File: config.mk
export PLATFORM = sky130hd
export DESIGN_NAME = hamming74_link_ctrl
export DESIGN_NICKNAME = d
export VERILOG_FILES = /design/src/rtl/hamming74_link_ctrl.sv
export SDC_FILE = /design/constraint.sdc
export NUM_CORES = 1
export LEC_CHECK = 0
export ABC_CLOCK_PERIOD_IN_PS = 2050
export CELL_PAD_IN_SITES_DETAIL_PLACEMENT = 0
export CELL_PAD_IN_SITES_GLOBAL_PLACEMENT = 1
export CORE_MARGIN = 4
export CORE_UTILIZATION = 46
export CTS_CLUSTER_DIAMETER = 30
export CTS_CLUSTER_SIZE = 30
export DETAILED_ROUTE_END_ITERATION = 6
export MAX_ROUTING_LAYER = met4
export PLACE_DENSITY = 0.79
export SKIP_LAST_GASP = 1
export SLEW_MARGIN = 10
export SYNTH_ARGS = -nofsm -noshare
export SYNTH_HDL_FRONTEND = slang
export SYNTH_SLANG_ARGS = --single-unit
File: constraint.sdc
create_clock -name io_in -period 2.05 [get_ports io_in]
set_input_delay 0.41 -clock io_in [delete_from_list [all_inputs] [get_ports io_in]]
set_output_delay 0.41 -clock io_in [all_outputs]
set_load 0.05 [all_outputs]
File: src/rtl/hamming74_link_ctrl.sv
// Hamming(7,4) link controller: strobed nibble/config input, encode -> inject -> check/correct,
// then three held output beats (received, corrected, status) with a saturating error count.
module hamming74_link_ctrl #(
  parameter int HOLD = 2
) (
  input  logic [7:0] io_in,
  output logic [7:0] io_out
);

  localparam int BW = (HOLD > 1) ? $clog2(HOLD) : 1;

  typedef enum logic [2:0] {IDLE, ENC, CHK, B_RX, B_FIX, B_STAT} state_t;

  logic       clk, rst, strb, cmd;
  logic [3:0] payload;

  assign clk     = io_in[0];
  assign rst     = io_in[1];
  assign strb    = io_in[2];
  assign payload = io_in[6:3];
  assign cmd     = io_in[7];

  state_t          state_q, state_d;
  logic            strb_q, strb_d;
  logic            arm_q, arm_d;
  logic [3:0]      nib_q, nib_d;
  logic [2:0]      pos_q, pos_d;
  logic            corr_en_q, corr_en_d;
  logic [3:0]      err_cnt_q, err_cnt_d;
  logic [BW-1:0]   beat_q, beat_d;
  logic [6:0]      rx_q, rx_d;
  logic [6:0]      fix_q, fix_d;
  logic [2:0]      syn_q, syn_d;
  logic [7:0]      out_q, out_d;

  logic            evt, last_beat;
  logic [6:0]      cw, inj, cor;
  logic [2:0]      syn_c;

  // arm_q blocks a strobe that was already high when reset released
  assign evt       = strb & ~strb_q & arm_q;
  assign last_beat = (beat_q == BW'(HOLD - 1));

  always_comb begin
    cw = {nib_q[1] ^ nib_q[2] ^ nib_q[3],
          nib_q[0] ^ nib_q[2] ^ nib_q[3],
          nib_q[0] ^ nib_q[1] ^ nib_q[3],
          nib_q};

    inj = '0;
    case (pos_q)
      3'd1:    inj[3] = 1'b1;
      3'd2:    inj[1] = 1'b1;
      3'd3:    inj[5] = 1'b1;
      3'd4:    inj[0] = 1'b1;
      3'd5:    inj[4] = 1'b1;
      3'd6:    inj[2] = 1'b1;
      3'd7:    inj[6] = 1'b1;
      default: inj    = '0;
    endcase

    syn_c = {rx_q[1] ^ rx_q[2] ^ rx_q[3] ^ rx_q[6],
             rx_q[0] ^ rx_q[2] ^ rx_q[3] ^ rx_q[5],
             rx_q[0] ^ rx_q[1] ^ rx_q[3] ^ rx_q[4]};

    cor = '0;
    case (syn_c)
      3'd3:    cor[0] = 1'b1;
      3'd5:    cor[1] = 1'b1;
      3'd6:    cor[2] = 1'b1;
      3'd7:    cor[3] = 1'b1;
      3'd1:    cor[4] = 1'b1;
      3'd2:    cor[5] = 1'b1;
      3'd4:    cor[6] = 1'b1;
      default: cor    = '0;
    endcase
  end

  always_comb begin
    state_d   = state_q;
    strb_d    = strb;
    arm_d     = arm_q | ~strb;
    nib_d     = nib_q;
    pos_d     = pos_q;
    corr_en_d = corr_en_q;
    err_cnt_d = err_cnt_q;
    beat_d    = beat_q;
    rx_d      = rx_q;
    fix_d     = fix_q;
    syn_d     = syn_q;
    out_d     = out_q;

    case (state_q)
      IDLE: begin
        out_d = {1'b0, out_q[6:0]};
        if (evt) begin
          if (cmd) begin
            pos_d     = payload[2:0];
            corr_en_d = payload[3];
            err_cnt_d = '0;
          end else begin
            nib_d   = payload;
            state_d = ENC;
          end
        end
      end
      ENC: begin
        rx_d    = cw ^ inj;
        state_d = CHK;
      end
      CHK: begin
        syn_d   = syn_c;
        fix_d   = corr_en_q ? (rx_q ^ cor) : rx_q;
        if ((syn_c != 3'd0) && (err_cnt_q != 4'hF)) err_cnt_d = err_cnt_q + 4'd1;
        beat_d  = '0;
        state_d = B_RX;
      end
      // io_out trails the beat state by one edge, so each beat lands on io_out as it begins
      B_RX: begin
        out_d   = {1'b1, rx_q};
        beat_d  = last_beat ? '0 : beat_q + BW'(1);
        if (last_beat) state_d = B_FIX;
      end
      B_FIX: begin
        out_d   = {1'b1, fix_q};
        beat_d  = last_beat ? '0 : beat_q + BW'(1);
        if (last_beat) state_d = B_STAT;
      end
      B_STAT: begin
        out_d   = {1'b1, syn_q, err_cnt_q};
        beat_d  = last_beat ? '0 : beat_q + BW'(1);
        if (last_beat) state_d = IDLE;
      end
      default: state_d = IDLE;
    endcase
  end

  always_ff @(posedge clk or posedge rst) begin
    if (rst) begin
      state_q   <= IDLE;
      strb_q    <= 1'b0;
      arm_q     <= 1'b0;
      nib_q     <= '0;
      pos_q     <= '0;
      corr_en_q <= 1'b1;
      err_cnt_q <= '0;
      beat_q    <= '0;
      rx_q      <= '0;
      fix_q     <= '0;
      syn_q     <= '0;
      out_q     <= '0;
    end else begin
      state_q   <= state_d;
      strb_q    <= strb_d;
      arm_q     <= arm_d;
      nib_q     <= nib_d;
      pos_q     <= pos_d;
      corr_en_q <= corr_en_d;
      err_cnt_q <= err_cnt_d;
      beat_q    <= beat_d;
      rx_q      <= rx_d;
      fix_q     <= fix_d;
      syn_q     <= syn_d;
      out_q     <= out_d;
    end
  end

  assign io_out = out_q;

endmodule

==> results of run 1 <==
area by class of cell:
cell class,count,area (um^2),area share
multi-input combinational,186,1270,0.383
sequential,43,1080,0.326
clock buffer,44,519,0.157
clock inverter,50,221,0.0670
timing repair buffer,14,125,0.0379
tap,70,87.6,0.0265
inverter,2,7.51,0.00227
worst max-delay path by stage:
stage | from | to
CTS | io_in[7] | nib_q[2]$_DFFE_PP0P_
detailed placement | io_in[1] | arm_q$_DFF_PP0_
floorplan | io_in[1] | arm_q$_DFF_PP0_
global route | io_in[7] | nib_q[3]$_DFFE_PP0P_
finish | io_in[7] | nib_q[2]$_DFFE_PP0P_
global placement | io_in[1] | arm_q$_DFF_PP0_
cells by family after synthesis:
logic type | Yosys count
adders and majority gates | 1
xor gates and xnor gates | 31
and+or+nand+nor | 78
DFF | 43
buffers and inverters | 18
muxes | 25
AOI/OAI and AO/OA | 51
where the power goes:
part	internal, uW	leakage (uW)	switching [uW]
Sequential	872	0.000602	0
Combinational	0	0.000310	0
Clock	2110	0.000599	1520
Total	2980	0.00151	1520
metal layers:
| layer | global-route usage | wire (um) | vias up |
|---|---|---|---|
| li1 | - | - | 1022 |
| met1 | 0.209 | 2640 | 1035 |
| met2 | 0.298 | 3020 | 91 |
| met3 | 0.238 | 471 | 34 |
| met4 | 0.431 | 281 | 0 |
| met5 | - | 0 | - |
timing repair:
| action | 4_1_cts | 5_1_grt |
|---|---|---|
| endpoints found under the hold margin | 0 | 0 |
| hold buffers | 0 | 0 |
| setup endpoints to repair | 11 | 0 |
| buffers inserted | 1 | 0 |
| resized for setup | 7 | 0 |
worst max-delay path, cell delays in order:
cell      delay, ns
clkbuf_8       0.12
nand3b_1       0.17
clkbuf_8       0.16
nor3_4         0.24
clkbuf_8       0.18
mux2_4         0.29
layout by cell type, fill, tap and decap left out, types with 13 or more instances in the layout:
master,instances
nor2_1,23
o21ai_0,18
clkbuf_8,35
a21oi_1,18
nand2_1,24
xor2_1,13
dfrtp_1,42
mux2i_1,17
xnor2_1,15
inv_1,45
state kept, by name (all words and copies together) (netlist names):
name	count
pos_q	3
state_q	3
err_cnt_q	4
io_out	8
nib_q	4
beat_q	1
corr_en_q	1
arm_q	1
strb_q	1
fix_q	7
rx_q	7
syn_q	3
metrics by stage:
step	power [uW]	area, um^2	hold slack (ns)	setup slack [ns]
floorplan	1480	2400	0.0314	0.0239
global placement	1480	2540	0.0314	0.0239
detailed placement	1480	2540	0.0314	0.0239
CTS	4690	3310	-0.0568	0.00956
global route	4920	3310	-0.0608	0.0158
finish	4510	3310	-0.0501	0.0554
==> results.json, run 1 <==
{
  "wl_per_cell_um": 15.7,
  "synth-adder-area-share": 0.00521,
  "rsz0062_at_grt": "false",
  "clk_pin_slew_ns": 0.08,
  "ys_ff_latch": 43,
  "synthMuxAreaShare": 0.108,
  "drive_gt1_frac": 0.192,
  "num_vias": 2182,
  "ys_top_cells_by_count": "42 x dfrtp_1, 24 x nand2_1, 23 x nor2_1",
  "core_region_area_um2": 5070,
  "hold_end": "strb_q$_DFF_PP0_",
  "first_pass_iters": 7,
  "ys_top_cells_by_area": "dfrtp_1 44%, mux2i_1 7.1%, xnor2_1 5.5%, xor2_1 4.7%, a21oi_1 3.8%",
  "synth_top_cell_by_area": "dfrtp_1",
  "cp.required_ns": 2.24,
  "synth_top_family_by_area": "simple AND/OR/NAND/NOR gates",
  "portBuffers": 8,
  "grt_usage": 0.274,
  "tns_ns": 0,
  "grt_max_degree": 27,
  "worst_pin_slew_ns": 0.500,
  "maxSlewViolCount": 0,
  "dieHeight_um": 80.2,
  "synth_ff_type": "dfrtp_1",
  "antenna_found_initial": 0,
  "synth-compound-area-share": 0.124,
  "r2r_cells": 5,
  "synth_nets": 256,
  "critPathArrivalTime_ns": 2.18,
  "yosysUniqueCellTypes": 40,
  "syn2layout_area_growth_pct": 37.7,
  "grt_pass1_vias": 2723,
  "hold_class": "clk2reg",
  "r2r_setup_slack_ns": 0.18,
  "ios": 16,
  "path_max_fanout": 3,
  "power.density_nw_per_um2": 1360,
  "num_antenna_cells": 0,
  "start_util": 0.473,
  "insertion_delay_ns": 0.30,
  "finalSetupViolations": 0,
  "relSlewSlack": 0.665,
  "gr-total-overflow": 0,
  "syn_area_um2": 2400,
  "synth-xor-area-share": 0.126,
  "reg2reg_from": "rx_q[1]$_DFFE_PP0P_",
  "fin_cells": 409,
  "path_class": "clk2reg",
  "timing.rr.end": "err_cnt_q[3]$_DFFE_PP0P_",
  "ir_drop_mv": 1.08,
  "holdCritStartpoint": "io_in[2]",
  "syn-instance-count": 247,
  "n_fill_cell": 436,
  "dpl.hpwl_um": 3470,
  "holdWs_ns": -0.0501,
  "grt_pass1_wl_um": 11100,
  "drcViolationCount": 6,
  "ant_nets": 0,
  "max-cap-violations": 0,
  "viasPerCell": 5.33,
  "synth-simple-area-share": 0.153,
  "cts_tree": "yes",
  "wirelength_um": 6410,
  "die_area_um2": 6440,
  "p_leak_uw": 0.00151,
  "synth_top_cell_area_share": 0.438,
  "drt_iter0_markers": 97,
  "yosysSeqAreaShare": 0.449,
  "async_reset_ff_frac": 1.00,
  "gp_congestion": 0.873,
  "whs_path_depth": 2,
  "utilization": 0.651,
  "status": "finished with violations",
  "cp-end-kind": "flop",
  "fp-row-count": 26,
  "yosys_warnings": 0,
  "fin_worst_skew_ns": 0.00611,
  "nets": 335,
  "dp.cells": 316,
  "die_w_um": 80.2,
  "synth-edff-count": 0,
  "synth_most_common_cell": "dfrtp_1",
  "critPathLaunchType": "clock port",
  "violations": "DRC, hold timing",
  "hold_viol": 1,
  "syn_area_per_cell_um2": 9.72
}
Note: power is estimated with default switching activity, not from simulation.
==> inputs of run 2 (changes only) <==
Settings changed: CORE_UTILIZATION 46 to 32, PLACE_DENSITY 0.79 to default, PLACE_DENSITY_LB_ADDON from default to 0.1.
==> run 2 against run 1 <==
The run ends with hold timing left. Sequential share of layout area decreased by 1.1 points. Non-clock buffer count increased by 2. Critical path depth increased by 2. Sequential power about the same. Clock-buffer cell count increased by 2. Clock skew increased by 0.0057 ns. Critical path type unchanged. Largest cell class unchanged.
==> results.json, run 2 (synthesized netlist as in run 1, its figures left out) <==
{
  "cp_slowest_cell": "mux2_4",
  "layout_commonest_cell": "inv_1",
  "finalSetupViolations": 0,
  "dieHeight_um": 94.6,
  "holdWs_ns": -0.0565,
  "wl_met2_um": 3070,
  "cp_num_cells": 8,
  "cp.required_ns": 2.24,
  "cp-end-kind": "flop",
  "num_antenna_cells": 0,
  "wl_per_cell_um": 14.7,
  "cp_common_cell": "clkbuf_8",
  "wirelength_um": 6480,
  "grt_max_degree": 21,
  "first_pass_iters": 6,
  "nets": 339,
  "whs_path_depth": 2,
  "ant_nets": 0,
  "portBuffers": 8,
  "core_region_area_um2": 7290,
  "crit_family": "buffers and inverters",
  "antenna_found_initial": 0,
  "drcViolationCount": 0,
  "hold_viol": 2,
  "die_w_um": 94.6,
  "critPathArrivalTime_ns": 2.19,
  "r2r_cells": 5,
  "tns_ns": 0,
  "dr_wl_met3_um": 362,
  "path_buf_inv": 5,
  "ir_drop_mv": 0.871,
  "fin_worst_skew_ns": 0.0118,
  "hold_class": "clk2reg",
  "viasPerCell": 4.74,
  "grt_pass1_wl_um": 10900,
  "rsz0062_at_grt": "false",
  "dpl.hpwl_um": 3790,
  "relSlewSlack": 0.668,
  "fin_area_um2": 3420,
  "fp-row-count": 31,
  "insertion_delay_ns": 0.30,
  "drt-met1-wl_um": 2850,
  "n_fill_cell": 745,
  "critPathLaunchType": "clock port",
  "drt_iter0_markers": 88,
  "grt_usage": 0.190,
  "path_cells": "clkbuf_8 > clkbuf_8 > and2_4 > clkbuf_8 > nand4_1 > clkbuf_8 > clkbuf_8 > mux2_4",
  "power.density_nw_per_um2": 1390,
  "maxSlewViolCount": 0,
  "violations": "hold timing",
  "num_vias": 2096,
  "clk_pin_slew_ns": 0.09,
  "layout_common_cells": "45 x inv_1, 42 x dfrtp_1, 36 x clkbuf_8, 24 x nand2_1, 23 x nor2_1",
  "drive_gt1_frac": 0.201,
  "max-cap-violations": 0,
  "cts_tree": "yes",
  "gp_congestion": 0.837,
  "crit_path_max_incr_delay_ns": 0.29,
  "syn2layout_area_growth_pct": 42.6,
  "start_util": 0.329,
  "grt_pass1_vias": 2728,
  "ios": 16,
  "p_leak_uw": 0.00156,
  "path_class": "clk2reg",
  "path_max_fanout": 4,
  "die_area_um2": 8950,
  "largest_reg_flops": 8,
  "dpl_cell_area_um2": 2590,
  "highest_layer": "met4",
  "status": "finished with violations",
  "worst_pin_slew_ns": 0.497,
  "gr-total-overflow": 0
}
run 2: cell count changes in the layout (fill, tap and decap cells not counted):
| cell | previous run | this run |
|---|---|---|
| mux2_2 | 4 | 5 |
| clkinvlp_2 | 1 | 0 |
| inv_4 | 1 | 0 |
| buf_4 | 7 | 10 |
| bufinv_16 | 1 | 3 |
| clkbuf_8 | 35 | 36 |
| mux2_4 | 4 | 3 |
run 2: worst paths after layout:
kind,startpoint,endpoint,slack [ns]
setup / recovery,io_in[2],pos_q[2]$_DFFE_PP0P_,0.05
hold / removal,io_in[2],strb_q$_DFF_PP0_,-0.06
setup reg to reg,rx_q[3]$_DFFE_PP0P_,err_cnt_q[3]$_DFFE_PP0P_,0.18
hold reg to reg,arm_q$_DFF_PP0_,arm_q$_DFF_PP0_,0.50
max in group asynchronous,io_in[1],corr_en_q$_DFFE_PP1P_,1.10
min in group asynchronous,io_in[1],io_out[2]$_DFFE_PP0P_,0.76
run 2: power breakdown:
| part | internal (uW) | switching (uW) | total [uW] | leakage (uW) |
|---|---|---|---|---|
| Clock | 2390 | 1490 | 3880 | 0.000632 |
| Sequential | 872 | 0 | 872 | 0.000602 |
| Combinational | 0 | 0 | 0.000321 | 0.000321 |
run 2: worst register-to-register path, delay by kind of cell (launching register included):
| kind | cells | cell delay [ns] |
|---|---|---|
| flops | 1 | 0.55 |
| compound gates | 3 | 0.46 |
| xor+xnor | 2 | 0.75 |
run 2: what timing repair did:
item | 4_1_cts | 5_1_grt
resized for setup | 6 | 0
buffers inserted | 2 | 0
setup endpoints to repair | 10 | 0
hold buffers | 0 | 0
run 2: through the flow:
| stage | util | instances | hold slack, ns | setup WS, ns | total power (uW) |
|---|---|---|---|---|---|
| global placement | 0.355 | 347 | 0.0314 | 0.0239 | 1480 |
| finish | 0.469 | 442 | -0.0565 | 0.0496 | 4760 |
| detailed placement | 0.355 | 347 | 0.0314 | 0.0239 | 1480 |
| CTS | 0.469 | 442 | -0.0567 | 0.0204 | 4940 |
| floorplan | - | 247 | 0.0314 | 0.0239 | 1480 |
| global route | 0.469 | 442 | -0.0441 | 0.0135 | 5200 |
run 2: layout make-up:
class / instances / area [um^2] / area share
Multi-Input combinational cell: 186 / 1260 / 0.369
Sequential cell: 43 / 1080 / 0.315
Clock buffer: 46 / 541 / 0.158
Clock inverter: 50 / 270 / 0.0789
Timing Repair Buffer: 16 / 140 / 0.0409
Tap cell: 99 / 124 / 0.0362
Inverter: 2 / 7.51 / 0.00219
run 2: layer usage:
layer,GRT usage,up-vias
met5,-,-
met4,0.302,0
met3,0.164,20
met2,0.203,61
met1,0.151,992
li1,-,1023
